===== config.mk =====
export PLATFORM = sky130hd
export DESIGN_NAME = edf_pkt_reader
export DESIGN_NICKNAME = d
export VERILOG_FILES = /design/src/rtl/edf_pkt_reader.sv
export SDC_FILE = /design/constraint.sdc
export NUM_CORES = 1
export LEC_CHECK = 0
export CORE_MARGIN = 1
export CORE_UTILIZATION = 63
export CTS_BUF_LIST = sky130_fd_sc_hd__clkbuf_2 sky130_fd_sc_hd__clkbuf_4 sky130_fd_sc_hd__clkbuf_8
export CTS_CLUSTER_DIAMETER = 50
export DETAILED_ROUTE_END_ITERATION = 8
export PLACE_DENSITY = 0.88
export SLEW_MARGIN = 20
export SYNTH_ARGS = -nofsm -noshare
export SYNTH_HDL_FRONTEND = slang
export SYNTH_SLANG_ARGS = --single-unit

===== constraint.sdc =====
create_clock -name clk -period 11.6 [get_ports clk]
set_input_delay 2.32 -clock clk [delete_from_list [all_inputs] [get_ports clk]]
set_output_delay 2.32 -clock clk [all_outputs]
set_load 0.005 [all_outputs]

===== src/rtl/edf_pkt_reader.sv =====
// edf_pkt_reader: pops words from the ingress FIFO and parses each header into an absolute deadline.
// Payload words are framed with sop/eop and delivered through a small output buffer with valid/ready.
module edf_pkt_reader #(
    parameter int DATA_WIDTH = 16,
    parameter int TIME_WIDTH = 16,
    parameter int OBUF_DEPTH = 4
) (
    input  logic                  clk,
    input  logic                  rst,
    input  logic                  fifo_empty,
    input  logic [DATA_WIDTH-1:0] fifo_rd_data,
    output logic                  fifo_rd_en,
    input  logic [TIME_WIDTH-1:0] time_now,
    output logic                  pkt_valid,
    input  logic                  pkt_ready,
    output logic [DATA_WIDTH-1:0] pkt_data,
    output logic                  pkt_sop,
    output logic                  pkt_eop,
    output logic [TIME_WIDTH-1:0] pkt_deadline,
    output logic [15:0]           pkt_cnt,
    output logic [15:0]           drop_cnt
);
    localparam int PW = $clog2(OBUF_DEPTH);
    localparam int CW = PW + 1;
    localparam int EW = DATA_WIDTH + 2 + TIME_WIDTH;

    typedef enum logic {HDR, PAY} state_t;

    state_t                state_q, state_d;
    logic                  rd_en_q, rd_en_d;
    logic [7:0]            remain_q, remain_d;
    logic                  sop_pend_q, sop_pend_d;
    logic [TIME_WIDTH-1:0] dl_q, dl_d;
    logic [EW-1:0]         mem_q [OBUF_DEPTH];
    logic [EW-1:0]         mem_d [OBUF_DEPTH];
    logic [PW-1:0]         wp_q, wp_d, rp_q, rp_d;
    logic [CW-1:0]         cnt_q, cnt_d;
    logic [15:0]           pkt_cnt_q, pkt_cnt_d, drop_cnt_q, drop_cnt_d;
    logic                  push, pop;

    // The in-flight read is counted so the returning word always finds a free slot.
    assign fifo_rd_en = !rst && !fifo_empty && !rd_en_q
                        && (cnt_q + CW'(rd_en_q) < CW'(OBUF_DEPTH));
    assign pkt_valid  = cnt_q != '0;
    assign {pkt_data, pkt_sop, pkt_eop, pkt_deadline} = pkt_valid ? mem_q[rp_q] : '0;
    assign pkt_cnt    = pkt_cnt_q;
    assign drop_cnt   = drop_cnt_q;

    always_comb begin
        state_d    = state_q;
        remain_d   = remain_q;
        sop_pend_d = sop_pend_q;
        dl_d       = dl_q;
        mem_d      = mem_q;
        drop_cnt_d = drop_cnt_q;
        push       = 1'b0;
        rd_en_d    = fifo_rd_en;
        if (rd_en_q && state_q == HDR) begin
            if (fifo_rd_data[7:0] == 8'd0) begin
                drop_cnt_d = drop_cnt_q + 16'd1;
            end else begin
                remain_d   = fifo_rd_data[7:0];
                dl_d       = time_now + TIME_WIDTH'(fifo_rd_data[15:8]);
                sop_pend_d = 1'b1;
                state_d    = PAY;
            end
        end else if (rd_en_q) begin
            push          = 1'b1;
            mem_d[wp_q]   = {fifo_rd_data, sop_pend_q, remain_q == 8'd1, dl_q};
            sop_pend_d    = 1'b0;
            remain_d      = remain_q - 8'd1;
            state_d       = remain_q == 8'd1 ? HDR : PAY;
        end
        pop       = pkt_valid && pkt_ready;
        wp_d      = push ? wp_q + PW'(1) : wp_q;
        rp_d      = pop ? rp_q + PW'(1) : rp_q;
        cnt_d     = cnt_q + CW'(push) - CW'(pop);
        pkt_cnt_d = (pop && pkt_eop) ? pkt_cnt_q + 16'd1 : pkt_cnt_q;
    end

    always_ff @(posedge clk or posedge rst) begin
        if (rst) begin
            state_q    <= HDR;
            rd_en_q    <= 1'b0;
            remain_q   <= '0;
            sop_pend_q <= 1'b0;
            dl_q       <= '0;
            mem_q      <= '{default: '0};
            wp_q       <= '0;
            rp_q       <= '0;
            cnt_q      <= '0;
            pkt_cnt_q  <= '0;
            drop_cnt_q <= '0;
        end else begin
            state_q    <= state_d;
            rd_en_q    <= rd_en_d;
            remain_q   <= remain_d;
            sop_pend_q <= sop_pend_d;
            dl_q       <= dl_d;
            mem_q      <= mem_d;
            wp_q       <= wp_d;
            rp_q       <= rp_d;
            cnt_q      <= cnt_d;
            pkt_cnt_q  <= pkt_cnt_d;
            drop_cnt_q <= drop_cnt_d;
        end
    end
endmodule


==> flow_summary.ini, run 1 <==
[timing]
rsz0062_at_grt = false
slew_viol_final = 0
fmax_mhz = 165
fin_crit_ns = 6.05
hold_violations = 0
setup_slack_ns = 5.55
whs_ns = 0.465
worst_slew_pin_slew_ns = 0.902
setup_violations = 0
min_period_over_period_pct = 52.1
skew_ns = 0.0170
relSlewSlack_pct = 39.4
fin_setup_tns_ns = 0

[floorplan]
io_pins = 104
rows = 44
die_y_um = 125
core_area_um2 = 14600
die_area_um2 = 15500
die_x_um = 125
start_util_pct = 64.8

[clock_tree]
cts_root_buf = clkbuf_8
cts.htree.levels = 2
worstSkewPairLatency_ns = 0.52
cts_buffers = 34
cts_tree = yes
cts.clk_slew.worst_paths_ns = 0.06
cts_sinks = 202
cts_setup_buffers = 0
clockBufferDepth = 3
cts_hold_buf = 0
ctsResizeCount = 0

[power_and_ir_drop]
powerDensity_nw_per_um2 = 244
leakage_nw = 5.13
power.clock.fraction_pct = 25.0
pwr-share-seq_pct = 41.6
switchingPower_mw = 0.822
combPwrFrac_pct = 33.5
intPower_mw = 1.96
peakVddDrop_uv = 167
p_sw_share_pct = 29.5

[setup_path]
crit_path_top_delay_cell = clkdlybuf4s50_1
crit_start = rst
critPathKind = in -> out
rr_worst_depth = 10
startpoint_type = primary input
crit_top_cell = clkdlybuf4s50_1
endpoint_kind = output pin
worstReg2RegStart = cnt_q[1]$_DFF_PP0_
path_cells = clkdlybuf4s50_1, nor4_1, clkdlybuf4s50_1
cp.required_ns = 9.28
cp_max_fo = 2
slowest_delay_ns = 0.57
r2r_end = cnt_q[2]$_DFF_PP0_
critical_path_arrival_ns = 3.73
regToRegSetupSlack_ns = 8.54

[place]
dp_cells = 972
place_congestion = 0.935
place_ws_ns = 5.54
port_buffers = 103
hpwl_um = 14200

[drt]
vias = 6302
wl_per_cell_um = 20.5
drt_pass1_iterations = 5
drc = 0
routed_wl_um = 21200
drt-initial-drc-count = 350
via_per_inst = 6.11
postRouteAntennaNets = 0

[logic_synthesis]
seq_area_frac_synth_pct = 53.5
synthSimpleGateAreaFrac_pct = 8.99
synth_cell_types = 49
syn-instance-count = 708
yosys_warnings = 0
netlist_area_um2 = 9450
netlist_top_cells_area = dfrtp_1 (53%), mux2_2 (15%), mux4_2 (8.1%), and2_1 (2.4%), ha_1 (2.4%)
yosysTopAreaCell = dfrtp_1
synthXorXnorAreaFrac_pct = 4.62
synth_nets = 764
synth_top_family_by_area = multiplexers
synth_edf_count = 0
syn_area_per_cell_um2 = 13.4
async_flop_share_pct = 100
ys.flop_type = dfrtp_1
synth_compound_area_share_pct = 4.30
synthMuxAreaShare_pct = 23.8
synth_seq_cells = 202
synth.top_cell.area_share_pct = 53.5
synth_adder_area_share_pct = 2.81

[global_routing]
antenna_found_initial = 0
grt_usage_pct = 28.8
grt_first_pass_wirelength_um = 35100
grt_pass1_vias = 7041
grt_max_degree = 131
overflow = 0

[cells_and_area]
diodes = 0
nets = 880
drive_gt1_share_pct = 29.0
syn_to_final_growth_pct = 20.8
layout.cells.non_filler = 1032

[hold_path]
min_to = pkt_cnt[15]$_DFFE_PP0P_
holdPathStages = 1
hp-class = reg -> reg
hp-start = pkt_cnt[15]$_DFFE_PP0P_

[run_status]
status = finished clean

[run]
cap_violations = 0
[power by group through the flow]
stage	clock, mW	combinational [mW]	sequential, mW
global route	0.736	1.01	1.19
detailed placement	0	0.934	1.16
floorplan	0	0.635	1.06
finish	0.695	0.933	1.16
global placement	0	0.896	1.13
CTS	0.707	0.941	1.16
[worst max path at each step]
| stage | endpoint | depth (start not counted) |
|---|---|---|
| detailed placement | fifo_rd_en | 3 |
| global route | fifo_rd_en | 3 |
| global placement | fifo_rd_en | 3 |
| CTS | fifo_rd_en | 3 |
| floorplan | cnt_q[0]$_DFF_PP0_ | 1 |
| finish | fifo_rd_en | 3 |
[flip-flops by register name (all words and copies together), names as in the netlist]
name	flops
cnt_q	3
dl_q	16
drop_cnt	16
mem_q	136
pkt_cnt	16
rd_en_q	1
remain_q	8
rp_q	2
sop_pend_q	1
state_q	1
wp_q	2
[area by class of cell]
type                       instances  area [um2]
clock buffer                      57         697
multi-input combinational        460        4210
tap                              184         230
inverter                          14        60.1
fill                             829        3170
timing repair buffer             112        1100
sequential                       202        5060
clock inverter                     3        67.6
[metrics by stage]
stage | instance area [um2] | power, mW | util, %
6_report | 11400 | 2.79 | 78.3
5_1_grt | 11400 | 2.94 | 78.3
4_1_cts | 11400 | 2.80 | 78.3
3_5_place_dp | 10700 | 2.10 | 73.1
3_3_place_gp | 10700 | 2.02 | 73.0
2_1_floorplan | 9450 | 1.70 | -
[cell usage after synthesis (5+ instances only)]
master and count:
nand2_1 59, nor2_1 12, and2_1 36, inv_1 14, and3_1 5, buf_2 12
ha_1 18, dfrtp_1 202, mux4_2 34, clkbuf_1 19, nand3_1 10, nor3_1 6
xnor2_1 25, mux2_2 130, a21oi_1 8, nand4_1 8, xor2_1 23, o21ai_0 34
[placed cells by master, fill, tap and decap left out, types with 3 or more instances in the layout]
cell type,instances
clkbuf_8,43
and4_1,3
nor3_1,6
mux2_2,130
nor2_1,12
clkdlybuf4s50_1,103
nand3_1,10
clkbuf_4,14
inv_1,13
and3_1,5
nand2_1,59
o22ai_1,3
o211ai_1,4
mux4_2,34
nand4_1,8
xnor2_1,25
o21ai_0,34
buf_4,9
and2_1,36
nor4_1,4
xor2_1,23
a21oi_1,8
ha_1,18
nand2b_1,3
dfrtp_1,200
[worst max-delay path, delay by kind of cell]
kind	cells	cell delay, ns
and+or+nand+nor	1	0.33
buffers and inverters	2	1.08
[metal layers]
| layer | vias to the layer above | GRT usage (%) | part of all wire, % |
|---|---|---|---|
| li1 | 2776 | - | - |
| met1 | 3248 | 34.6 | 39 |
| met2 | 210 | 49.9 | 53 |
| met3 | 68 | 5.20 | 4.7 |
| met4 | 0 | 14.2 | 3.8 |
| met5 | - | 0 | 0 |
[cells by family (layout without fill, tap and decap cells)]
kind of cell / Yosys count / count (layout)
fa+ha+maj: 20 / 20
simple gates: 158 / 158
xor+xnor: 49 / 49
mux: 166 / 166
flops: 202 / 202
buf+inv: 46 / 186
compound gates: 67 / 67
Note: power is estimated with default switching activity, not from simulation.
==> run 2, diff against run 1 <==
--- a/config.mk
+++ b/config.mk
@@ -6,11 +6,11 @@
 export NUM_CORES = 1
 export LEC_CHECK = 0
 export CORE_MARGIN = 1
-export CORE_UTILIZATION = 63
+export CORE_UTILIZATION = 53
 export CTS_BUF_LIST = sky130_fd_sc_hd__clkbuf_2 sky130_fd_sc_hd__clkbuf_4 sky130_fd_sc_hd__clkbuf_8
 export CTS_CLUSTER_DIAMETER = 50
 export DETAILED_ROUTE_END_ITERATION = 8
-export PLACE_DENSITY = 0.88
+export PLACE_DENSITY = 0.79
 export SLEW_MARGIN = 20
 export SYNTH_ARGS = -nofsm -noshare
 export SYNTH_HDL_FRONTEND = slang
==> constraint.sdc (replaced) <==
create_clock -name clk -period 5.4 [get_ports clk]
set_input_delay 1.08 -clock clk [delete_from_list [all_inputs] [get_ports clk]]
set_output_delay 1.08 -clock clk [all_outputs]
set_load 0.005 [all_outputs]
==> flow_summary.ini, run 2 (synthesis gave the netlist of run 1 again) <==
[drt]
vias = 6096
drc = 0
drt_pass1_iterations = 5
wl_per_cell_um = 18.8
postRouteAntennaNets = 0
routed_wl_um = 20100
via_per_inst = 5.69
drt-initial-drc-count = 288

[place]
port_buffers = 103
dp_cells = 1014
place_congestion = 0.866
place_ws_ns = 1.79
hpwl_um = 13400

[setup_path]
slowest_delay_ns = 1.06
startpoint_type = register
crit_path_top_delay_cell = dfrtp_2
critPathKind = reg -> out
r2r_end = pkt_cnt[12]$_DFFE_PP0P_
cp_max_fo = 29
worstReg2RegStart = rp_q[1]$_DFFE_PP0P_
critical_path_arrival_ns = 3.00
endpoint_kind = output pin
cp.required_ns = 4.32
regToRegSetupSlack_ns = 2.68
path_cells = buf_4, mux4_2, and2_1, clkdlybuf4s50_1
rr_worst_depth = 6

[power_and_ir_drop]
p_sw_share_pct = 29.2
switchingPower_mw = 1.71
pwr-share-seq_pct = 42.6
power.clock.fraction_pct = 23.9
peakVddDrop_uv = 325
combPwrFrac_pct = 33.5
leakage_nw = 5.12
intPower_mw = 4.14
powerDensity_nw_per_um2 = 510

[timing]
setup_violations = 0
worst_slew_pin_slew_ns = 1.04
hold_violations = 0
fin_crit_ns = 4.08
relSlewSlack_pct = 30.5
fmax_mhz = 245
fin_setup_tns_ns = 0
skew_ns = 0.0105
setup_slack_ns = 1.32
slew_viol_final = 0
min_period_over_period_pct = 75.5
rsz0062_at_grt = false

[floorplan]
core_area_um2 = 17400
rows = 48
io_pins = 104
start_util_pct = 54.5
die_area_um2 = 18400
die_x_um = 136
die_y_um = 136

[cells_and_area]
nFillCells = 1279
seq_area_um2 = 5060
top_register = mem_q
mostFrequentLayoutCell = dfrtp_1
syn_to_final_growth_pct = 21.3
most-common-layout-cells = dfrtp_1 (201), mux2_2 (130), clkdlybuf4s50_1 (103), nand2_1 (59), clkbuf_8 (46)
diodes = 0
largest_register_ffs = 136
multi_input_area_um2 = 4210
drive_gt1_share_pct = 28.8
layout.cells.non_filler = 1072
nets = 883

[global_routing]
grt_first_pass_wirelength_um = 32900
antenna_found_initial = 1
grt_pass1_vias = 6584
grt_usage_pct = 23.1
overflow = 0
grt_max_degree = 203

[hold_path]
hp-class = reg -> reg
holdPathStages = 1
hp-start = pkt_cnt[15]$_DFFE_PP0P_
min_to = pkt_cnt[15]$_DFFE_PP0P_

[clock_tree]
ctsResizeCount = 0
cts_hold_buf = 0
cts_root_buf = clkbuf_8
cts.clk_slew.worst_paths_ns = 0.06
worstSkewPairLatency_ns = 0.50
cts_setup_buffers = 0
cts_tree = yes
cts_buffers = 35
cts.htree.levels = 2
cts_sinks = 202
clockBufferDepth = 3

[run_status]
status = finished clean

[run]
cap_violations = 0
-- run 2: stage by stage --
step	hold slack (ns)	util [%]	cell area, um2	power [mW]
after floorplan	0.445	-	9460	3.65
after global placement	0.456	61.8	10700	4.35
after detailed placement	0.466	61.8	10700	4.49
after CTS	0.476	65.9	11400	5.91
after global routing	0.483	66.1	11500	6.21
final	0.467	66.1	11500	5.85
-- run 2: metal layers --
layer / vias to the layer above / share of wire (%) / GRT usage, % / wire, um
met1: 3125 / 41 / 28.6 / 8280
li1: 2787 / - / - / -
met4: 2 / 2.2 / 8.61 / 452
met2: 141 / 52 / 40.1 / 10500
met3: 41 / 4.5 / 4.49 / 907
met5: - / 0.060 / 0 / 12
-- run 2: worst max-delay path: cells and delay by family, from the launching register on --
kind | cells | cell delay, ns
buffers and inverters | 2 | 0.75
DFF | 1 | 1.06
and+or+nand+nor | 1 | 0.17
muxes | 1 | 0.52
-- run 2: worst max path at each step --
stage	start	to	cells after the start
after detailed placement	rp_q[0]$_DFFE_PP0P_	pkt_data[3]	4
final	rp_q[0]$_DFFE_PP0P_	pkt_data[3]	4
after floorplan	rst	cnt_q[0]$_DFF_PP0_	1
after global placement	rp_q[0]$_DFFE_PP0P_	pkt_data[12]	4
after global routing	rp_q[0]$_DFFE_PP0P_	pkt_data[0]	4
after CTS	rp_q[0]$_DFFE_PP0P_	pkt_data[10]	4
-- run 2: layout make-up --
cell class                      count  share of cell area (%)
Sequential cell                   202                    44.1
Inverter                           14                   0.491
Clock inverter                      1                  0.0437
Timing Repair Buffer              114                    10.0
Multi-Input combinational cell    460                    36.7
Tap cell                          225                    2.46
Clock buffer                       56                    6.18
-- run 2: power by group through the flow --
stage,Combinational [mW],Clock (mW),Sequential (mW)
after floorplan,1.36,0,2.29
after global placement,1.89,0,2.46
after detailed placement,1.98,0,2.52
after CTS,1.99,1.43,2.49
after global routing,2.14,1.50,2.57
final,1.96,1.39,2.49
